[config.mk]
export PLATFORM = sky130hd
export DESIGN_NAME = axis_rr_arbiter
export DESIGN_NICKNAME = d
export VERILOG_FILES = /design/src/rtl/axis_arb_pkg.sv /design/src/rtl/axis_rr_pick.sv /design/src/rtl/axis_rr_arbiter.sv
export SDC_FILE = /design/constraint.sdc
export NUM_CORES = 1
export LEC_CHECK = 0
export ABC_AREA = 0
export ABC_CLOCK_PERIOD_IN_PS = 2600
export CORE_ASPECT_RATIO = 0.8
export CORE_UTILIZATION = 28
export DETAILED_ROUTE_END_ITERATION = 8
export GPL_ROUTABILITY_DRIVEN = 0
export GPL_TIMING_DRIVEN = 1
export HOLD_SLACK_MARGIN = 0.15
export PLACE_DENSITY = 0.95
export SYNTH_ARGS = -nofsm -noshare
export SYNTH_HDL_FRONTEND = slang
export SYNTH_HIERARCHICAL = 1
export SYNTH_SLANG_ARGS = --single-unit
[constraint.sdc]
create_clock -name clk -period 2.6 [get_ports clk]
set_clock_uncertainty 0.2 [all_clocks]
set_input_delay 0.26 -clock clk [delete_from_list [all_inputs] [get_ports clk]]
set_output_delay 0.26 -clock clk [all_outputs]
set_load 0.03 [all_outputs]
[src/rtl/axis_arb_pkg.sv]
// rtl/axis_arb_pkg.sv - shared types and index helpers for the stream arbiters
package axis_arb_pkg;

    typedef enum logic {
        IDLE = 1'b0,
        LOCK = 1'b1
    } state_t;

    function automatic int next_idx(input int idx, input int n);
        return (idx + 1 >= n) ? 0 : idx + 1;
    endfunction

    // Starting from the top index makes port 0 the first winner after reset
    function automatic int rst_last_grant(input int n);
        return n - 1;
    endfunction

endpackage

[src/rtl/axis_rr_pick.sv]
// rtl/axis_rr_pick.sv - combinational round-robin picker starting after the last winner
module axis_rr_pick
    import axis_arb_pkg::*;
#(
    parameter int N     = 4,
    parameter int IDX_W = $clog2(N)
) (
    input  logic [N-1:0]     req,
    input  logic [IDX_W-1:0] last,
    output logic [IDX_W-1:0] gnt_idx,
    output logic             any_req
);

    logic [IDX_W-1:0] idx;

    always_comb begin
        gnt_idx = '0;
        any_req = 1'b0;
        idx     = last;
        for (int k = 0; k < N; k++) begin
            idx = IDX_W'(next_idx(int'(idx), N));
            if (!any_req && req[idx]) begin
                any_req = 1'b1;
                gnt_idx = idx;
            end
        end
    end

endmodule

[src/rtl/axis_rr_arbiter.sv]
// rtl/axis_rr_arbiter.sv - packet-granular round-robin arbiter onto one stream port
module axis_rr_arbiter
    import axis_arb_pkg::*;
#(
    parameter int N          = 4,
    parameter int DATA_WIDTH = 32,
    parameter int USER_WIDTH = 1,
    parameter int MAX_BEATS  = 0,
    parameter int IDX_W      = $clog2(N)
) (
    input  logic                      clk,
    input  logic                      rst,
    input  logic [N-1:0]              s_tvalid,
    output logic [N-1:0]              s_tready,
    input  logic [N*DATA_WIDTH-1:0]   s_tdata,
    input  logic [N*DATA_WIDTH/8-1:0] s_tkeep,
    input  logic [N-1:0]              s_tlast,
    input  logic [N*USER_WIDTH-1:0]   s_tuser,
    output logic                      m_tvalid,
    input  logic                      m_tready,
    output logic [DATA_WIDTH-1:0]     m_tdata,
    output logic [DATA_WIDTH/8-1:0]   m_tkeep,
    output logic                      m_tlast,
    output logic [USER_WIDTH-1:0]     m_tuser,
    output logic [IDX_W-1:0]          m_tid,
    output logic                      busy,
    output logic                      limit_err
);

    localparam int KEEP_W = DATA_WIDTH / 8;
    localparam int CNT_W  = (MAX_BEATS > 0) ? $clog2(MAX_BEATS + 1) : 1;
    localparam logic [CNT_W-1:0] CNT_LIMIT = CNT_W'((MAX_BEATS > 0) ? MAX_BEATS - 1 : 0);
    localparam logic [IDX_W-1:0] LAST_RST  = IDX_W'(rst_last_grant(N));

    state_t           state;
    logic [IDX_W-1:0] grant;
    logic [IDX_W-1:0] last_grant;
    logic [IDX_W-1:0] pick_idx;
    logic [CNT_W-1:0] beat_cnt;
    logic             any_req;
    logic             locked;
    logic             beat;
    logic             sel_last;
    logic             at_limit;
    logic             release_pkt;

    axis_rr_pick #(
        .N     (N),
        .IDX_W (IDX_W)
    ) u_pick (
        .req     (s_tvalid),
        .last    (last_grant),
        .gnt_idx (pick_idx),
        .any_req (any_req)
    );

    assign locked      = (state == LOCK);
    assign sel_last    = s_tlast[grant];
    assign at_limit    = (MAX_BEATS > 0) && (beat_cnt == CNT_LIMIT);
    assign beat        = m_tvalid & m_tready;
    assign release_pkt = beat & (sel_last | at_limit);
    assign busy        = locked;

    // Only the granted port is ever selected, so junk on idle ports cannot leak out
    always_comb begin
        m_tvalid = 1'b0;
        m_tdata  = '0;
        m_tkeep  = '0;
        m_tlast  = 1'b0;
        m_tuser  = '0;
        m_tid    = '0;
        s_tready = '0;
        if (locked) begin
            m_tvalid        = s_tvalid[grant];
            m_tdata         = s_tdata[grant*DATA_WIDTH +: DATA_WIDTH];
            m_tkeep         = s_tkeep[grant*KEEP_W +: KEEP_W];
            m_tuser         = s_tuser[grant*USER_WIDTH +: USER_WIDTH];
            m_tlast         = sel_last | at_limit;
            m_tid           = grant;
            s_tready[grant] = m_tready;
        end
    end

    always_ff @(posedge clk) begin
        if (rst) begin
            state      <= IDLE;
            grant      <= '0;
            last_grant <= LAST_RST;
            beat_cnt   <= '0;
            limit_err  <= 1'b0;
        end else begin
            limit_err <= 1'b0;
            case (state)
                IDLE: begin
                    if (any_req) begin
                        grant <= pick_idx;
                        state <= LOCK;
                    end
                end
                LOCK: begin
                    if (release_pkt) begin
                        state      <= IDLE;
                        last_grant <= grant;
                        beat_cnt   <= '0;
                        limit_err  <= at_limit & ~sel_last;
                    end else if (beat) begin
                        beat_cnt <= beat_cnt + 1'b1;
                    end
                end
                default: state <= IDLE;
            endcase
        end
    end

endmodule

==> results.toml, run 1 <==
[outcome]
status = "complete, no violations"

[placement]
dp_hpwl_mm = 6.297
dp_slack_ps = 157.1
portBuffers = 204
dpl_cell_area_sq_um = 3700
dp.cells = 415

[worst_setup_path]
crit_slowest_cell = "clkdlybuf4s50_1"
endpoint_kind = "primary output"
crit_cells = 4
cpLargestDelayFamily = "buffers and inverters"
critical_path.cell_chain = "buf_12, mux4_2, and2_1, clkdlybuf4s50_1"
worstPathRequired_ps = 2140
worstSetupPathType = "reg -> out"
r2r_cells = 5
arrival_ps = 2080
slowest_delay_ps = 590
startpoint_type = "flop"
worst-path-buf-inv = 2
cp_max_fo = 24

[detailed_routing]
wl_per_cell_microns = 18.09
postRouteAntennaNets = 0
viasPerCell = 4.943
dr.pass1.iters = 4
drt-total-wl_mm = 7.581
vias = 2071
drt_iter0_markers = 56
drc = 0

[clock_network]
clockBufferDepth = 2
clk_latency_ps = 230
htreeDepth = 1
cts_setup_buffers = 0
numCtsBuffers = 3
clkTransAtPathRegs_ps = 40
cts_num_sinks = 5
cts_tree = "yes"
clockRootBuffer = "clkbuf_8"
holdBufCountCts = 0

[hold_path]
hold_depth = 2
hold_class = "reg -> reg"

[timing]
period_minus_slack_ps = 2538
hold_ws_ps = 339.7
setup_tns_ps = 0
worst_slack_ps = 61.81
clock.fmax_mhz = 394.0
maxSlewViolCount = 0
hold_violations = 0
rsz0062_at_grt = "no"
fin_crit_sh = 0.9762
setup_viol = 0

[grt]
gr-total-overflow = 0
antenna_found_initial = 0
grt_max_degree = 29
grt_pass1_wl_mm = 11.17
grt_pass1_vias = 2076
grt_usage = 0.2456

[die]
die_w_microns = 85.96
core_area_sq_um = 5435
die-area_sq_um = 5945
ioPinCount = 206
start_util = 0.2905
rows = 24
die_h_microns = 69.17

[final_layout]
antennaDiodeCount = 0
final_cells = 419
final_util = 0.7037
drive_gt1_frac = 0.1613
final_nets = 502
area_growth_pct = 142.2
stdcell_area_sq_um = 3825

[power]
p_seq_frac = 0.089
p_sw_mw = 0.3676
switching_share = 0.3542
clkPwrFrac = 0.145
power_density_nw_per_um2 = 271.3
pwr-share-comb = 0.766
p_total_mw = 1.038
peakVddDrop_uv = 321.4
p_int_mw = 0.6703
cellLeakagePower_nw = 1.764

[synth]
syn_nets = 301
synth_area_leaders = "mux4_2, and2_1, dfxtp_1"
syn-cell-area_sq_um = 1579
yosysTopAreaCell = "mux4_2"
synth.avg_cell_area_sq_um = 11.20
synth_seq_cells = 5
synthCells = 141
yosys_warnings = 6
ys_seq_area_frac = 0.06339
synth.distinct_cells = 27
netlist.area_leader.share = 0.5420

[flow_run]
cap_viol_max_count = 0
-- kinds of logic after synthesis --
group	after synthesis	share of synthesized area
and+or+nand+nor	66	0.2401
muxes	44	0.5800
buffers and inverters	17	0.06577
AOI/OAI and AO/OA	7	0.04041
DFF	5	0.06339
adders and majority gates	1	0.007923
other	1	0.002375
-- worst register-to-register path: cells and delay by family (launching register included) --
kind            cells  cell delay (ps)
mux                 1              190
flops               1              310
simple gates        2              400
buf+inv             1              330
compound gates      1              250
-- power groups by stage --
stage	clock network, mW	registers (mW)	logic (mW)
final	0.151	0.0923	0.795
after detailed placement	0	0.0936	0.805
after global placement	0	0.0932	0.790
after CTS	0.155	0.0924	0.808
after global routing	0.167	0.0933	0.837
after floorplan	0	0.0911	0.398
-- worst paths after layout --
check                        to           from  slack [ps]
hold / removal    last_grant[1]  last_grant[1]         340
hold reg to reg   last_grant[1]  last_grant[1]         340
setup reg to reg  last_grant[1]       grant[1]         840
setup / recovery     m_tkeep[3]       grant[0]          60
-- cell type report --
cell class              count  area, sq um
multi-input cells         119         1375
inverters                   2        7.507
well taps                  78        97.59
flip-flops and latches      5        102.6
clock buffers               4        45.04
repair buffers            211         2197
fillers                   395         1610
-- registers in the layout, indices dropped and copies added, names as in the netlist --
name        flops
busy            1
grant           2
last_grant      2
-- cell usage after synthesis --
master and instances:
and2_1 40, mux4_2 38, nor2_1 13, mux2i_1 6, buf_2 5, clkbuf_1 5, dfxtp_1 5, buf_6 4
a21oi_1 3, inv_1 2, nand2_1 2, nand2b_1 2, nor3_1 2, a2111oi_4 1, and2_4 1, and3_1 1
buf_4 1, conb_1 1, ha_1 1, nand2_2 1, nand3_1 1, nand3b_1 1, nor2b_1 1, nor3_2 1
o211a_1 1, o21ai_1 1, o22ai_1 1
-- cell usage in the layout, fill, tap and decap left out, drive strengths merged, types with 2 or more instances in the layout --
master and instances:
clkdlybuf4s50 171, and2 41, mux4 38, dlymetal6s2s 32
nor2 13, buf 8, mux2i 6, dfxtp 5
clkbuf 4, a21oi 3, nand2 3, nor3 3
inv 2, nand2b 2
-- routing by layer --
layer	vias up	wire length (microns)	global-route usage
li1	944	-	-
met1	1001	2815	0.2884
met2	110	4045	0.4444
met3	16	556	0.05269
met4	0	163	0.07222
met5	-	0	0
-- repair_timing --
action,in CTS,in global routing
endpoints found under the setup margin,0,32
hold endpoints to repair,0,0
resized for setup,0,32
Power figures use the tool's default switching activity.
==> run 2, diff against run 1 <==
--- a/config.mk
+++ b/config.mk
@@ -11,2 +11,3 @@
 export CORE_UTILIZATION = 28
+export CTS_CLUSTER_SIZE = 40
 export DETAILED_ROUTE_END_ITERATION = 8
--- a/constraint.sdc
+++ b/constraint.sdc
@@ -4,2 +4,2 @@
 set_output_delay 0.26 -clock clk [all_outputs]
-set_load 0.03 [all_outputs]
+set_load 0.05 [all_outputs]
==> results.toml, run 2 (synthesis gave the netlist of run 1 again) <==
[flow_run]
cap_viol_max_count = 0

[die]
ioPinCount = 206
start_util = 0.2905
die-area_sq_um = 5945
die_h_microns = 69.17
core_area_sq_um = 5435
rows = 24
die_w_microns = 85.96

[timing]
hold_violations = 0
fin_crit_sh = 0.8735
worst_slack_ps = 328.8
setup_viol = 0
clock.fmax_mhz = 440.3
maxSlewViolCount = 0
rsz0062_at_grt = "no"
period_minus_slack_ps = 2271
hold_ws_ps = 326.8
setup_tns_ps = 0

[final_layout]
stdcell_area_sq_um = 3897
final_util = 0.7171
final_nets = 499
final_cells = 416
antennaDiodeCount = 0
layout_common_cells = "clkdlybuf4s50_1, and2_1, mux4_2"
nFillCells = 405
layout_commonest_cell = "clkdlybuf4s50_1"
drive_gt1_frac = 0.2870
area_growth_pct = 146.8

[worst_setup_path]
reg2reg_to = "last_grant[0]"
arrival_ps = 1810
reg2reg_slack_ps = 720
startpoint_type = "flop"
worstPathRequired_ps = 2140
cp_max_fo = 19
endpoint_kind = "primary output"
r2r_cells = 5
timing.rr.start = "grant[1]"
worstSetupPathType = "reg -> out"

[grt]
use_met2 = 0.5062
grt_usage = 0.2613
grt-busiest-layer = "met2"
grt_pass1_wl_mm = 11.85
grt_pass1_vias = 2150
antenna_found_initial = 0
gr-total-overflow = 0
grt_util_met1 = 0.2900
grt_max_degree = 36
use_met3 = 0.04790

[clock_network]
clk_latency_ps = 220
cts_tree = "yes"
cts_setup_buffers = 0
cts_num_sinks = 5
cts_resized = 0
holdBufCountCts = 0
clockRootBuffer = "clkbuf_8"
numCtsBuffers = 3
htreeDepth = 1
clkTransAtPathRegs_ps = 40
clockBufferDepth = 2

[detailed_routing]
wl_per_cell_microns = 18.91
dr.pass1.iters = 5
viasPerCell = 5.017
drt-total-wl_mm = 7.868
drt_iter0_markers = 63
drc = 0
vias = 2087
postRouteAntennaNets = 0

[power]
p_total_mw = 1.216
peakVddDrop_uv = 293.8
cellLeakagePower_nw = 1.437
power_density_nw_per_um2 = 312.0

[outcome]
status = "complete, no violations"

[hold_path]
holdPathEnd = "last_grant[1]"
hp-start = "last_grant[1]"
hold_class = "reg -> reg"
hold_depth = 2

[placement]
dp_slack_ps = 527.3
portBuffers = 204
dpl_cell_area_sq_um = 3852
dp.cells = 412
dp_hpwl_mm = 6.737
## run 2: changes by cell type in the layout (fill, tap and decap cells not counted), sizes merged
cell,previous run,this run
buf,8,50
clkdlybuf4s50,171,158
dlymetal6s2s,32,0
## run 2: how the worst max path moves through the flow
stage             endpoint   startpoint  depth (start not counted)  slack, ps
2_1_floorplan  s_tready[2]         busy                          2        520
3_3_place_gp      m_tvalid  s_tvalid[3]                          4        530
3_5_place_dp      m_tvalid  s_tvalid[3]                          4        530
4_1_cts           m_tvalid     grant[0]                          4        300
5_1_grt           m_tvalid     grant[0]                          4        230
6_report          m_tvalid     grant[0]                          4        330
## run 2: per-layer routing
metal / part of all wire / vias up
li1: - / 938
met1: 0.35 / 1003
met2: 0.55 / 120
met3: 0.066 / 26
met4: 0.025 / 0
met5: 0 / -
## run 2: final cells by class
cell class	instances	area, sq um	area share
sequential	5	102.6	0.02632
tap	78	97.59	0.02504
inverter	2	7.507	0.001926
timing repair buffer	208	2270	0.5823
clock buffer	4	45.04	0.01156
multi-input combinational	119	1375	0.3528
## run 2: report_power, final
group          leakage [nW]  switching [mW]  internal [mW]
clock network        0.0228          0.0419          0.106
registers            0.0420          0.0131         0.0833
logic                  1.37           0.437          0.535
## run 2: critical path, stage by stage (launching register included)
cell and delay (ps):
dfxtp_2 340, buf_4 330, mux4_2 560, and2_1 170, buf_4 180
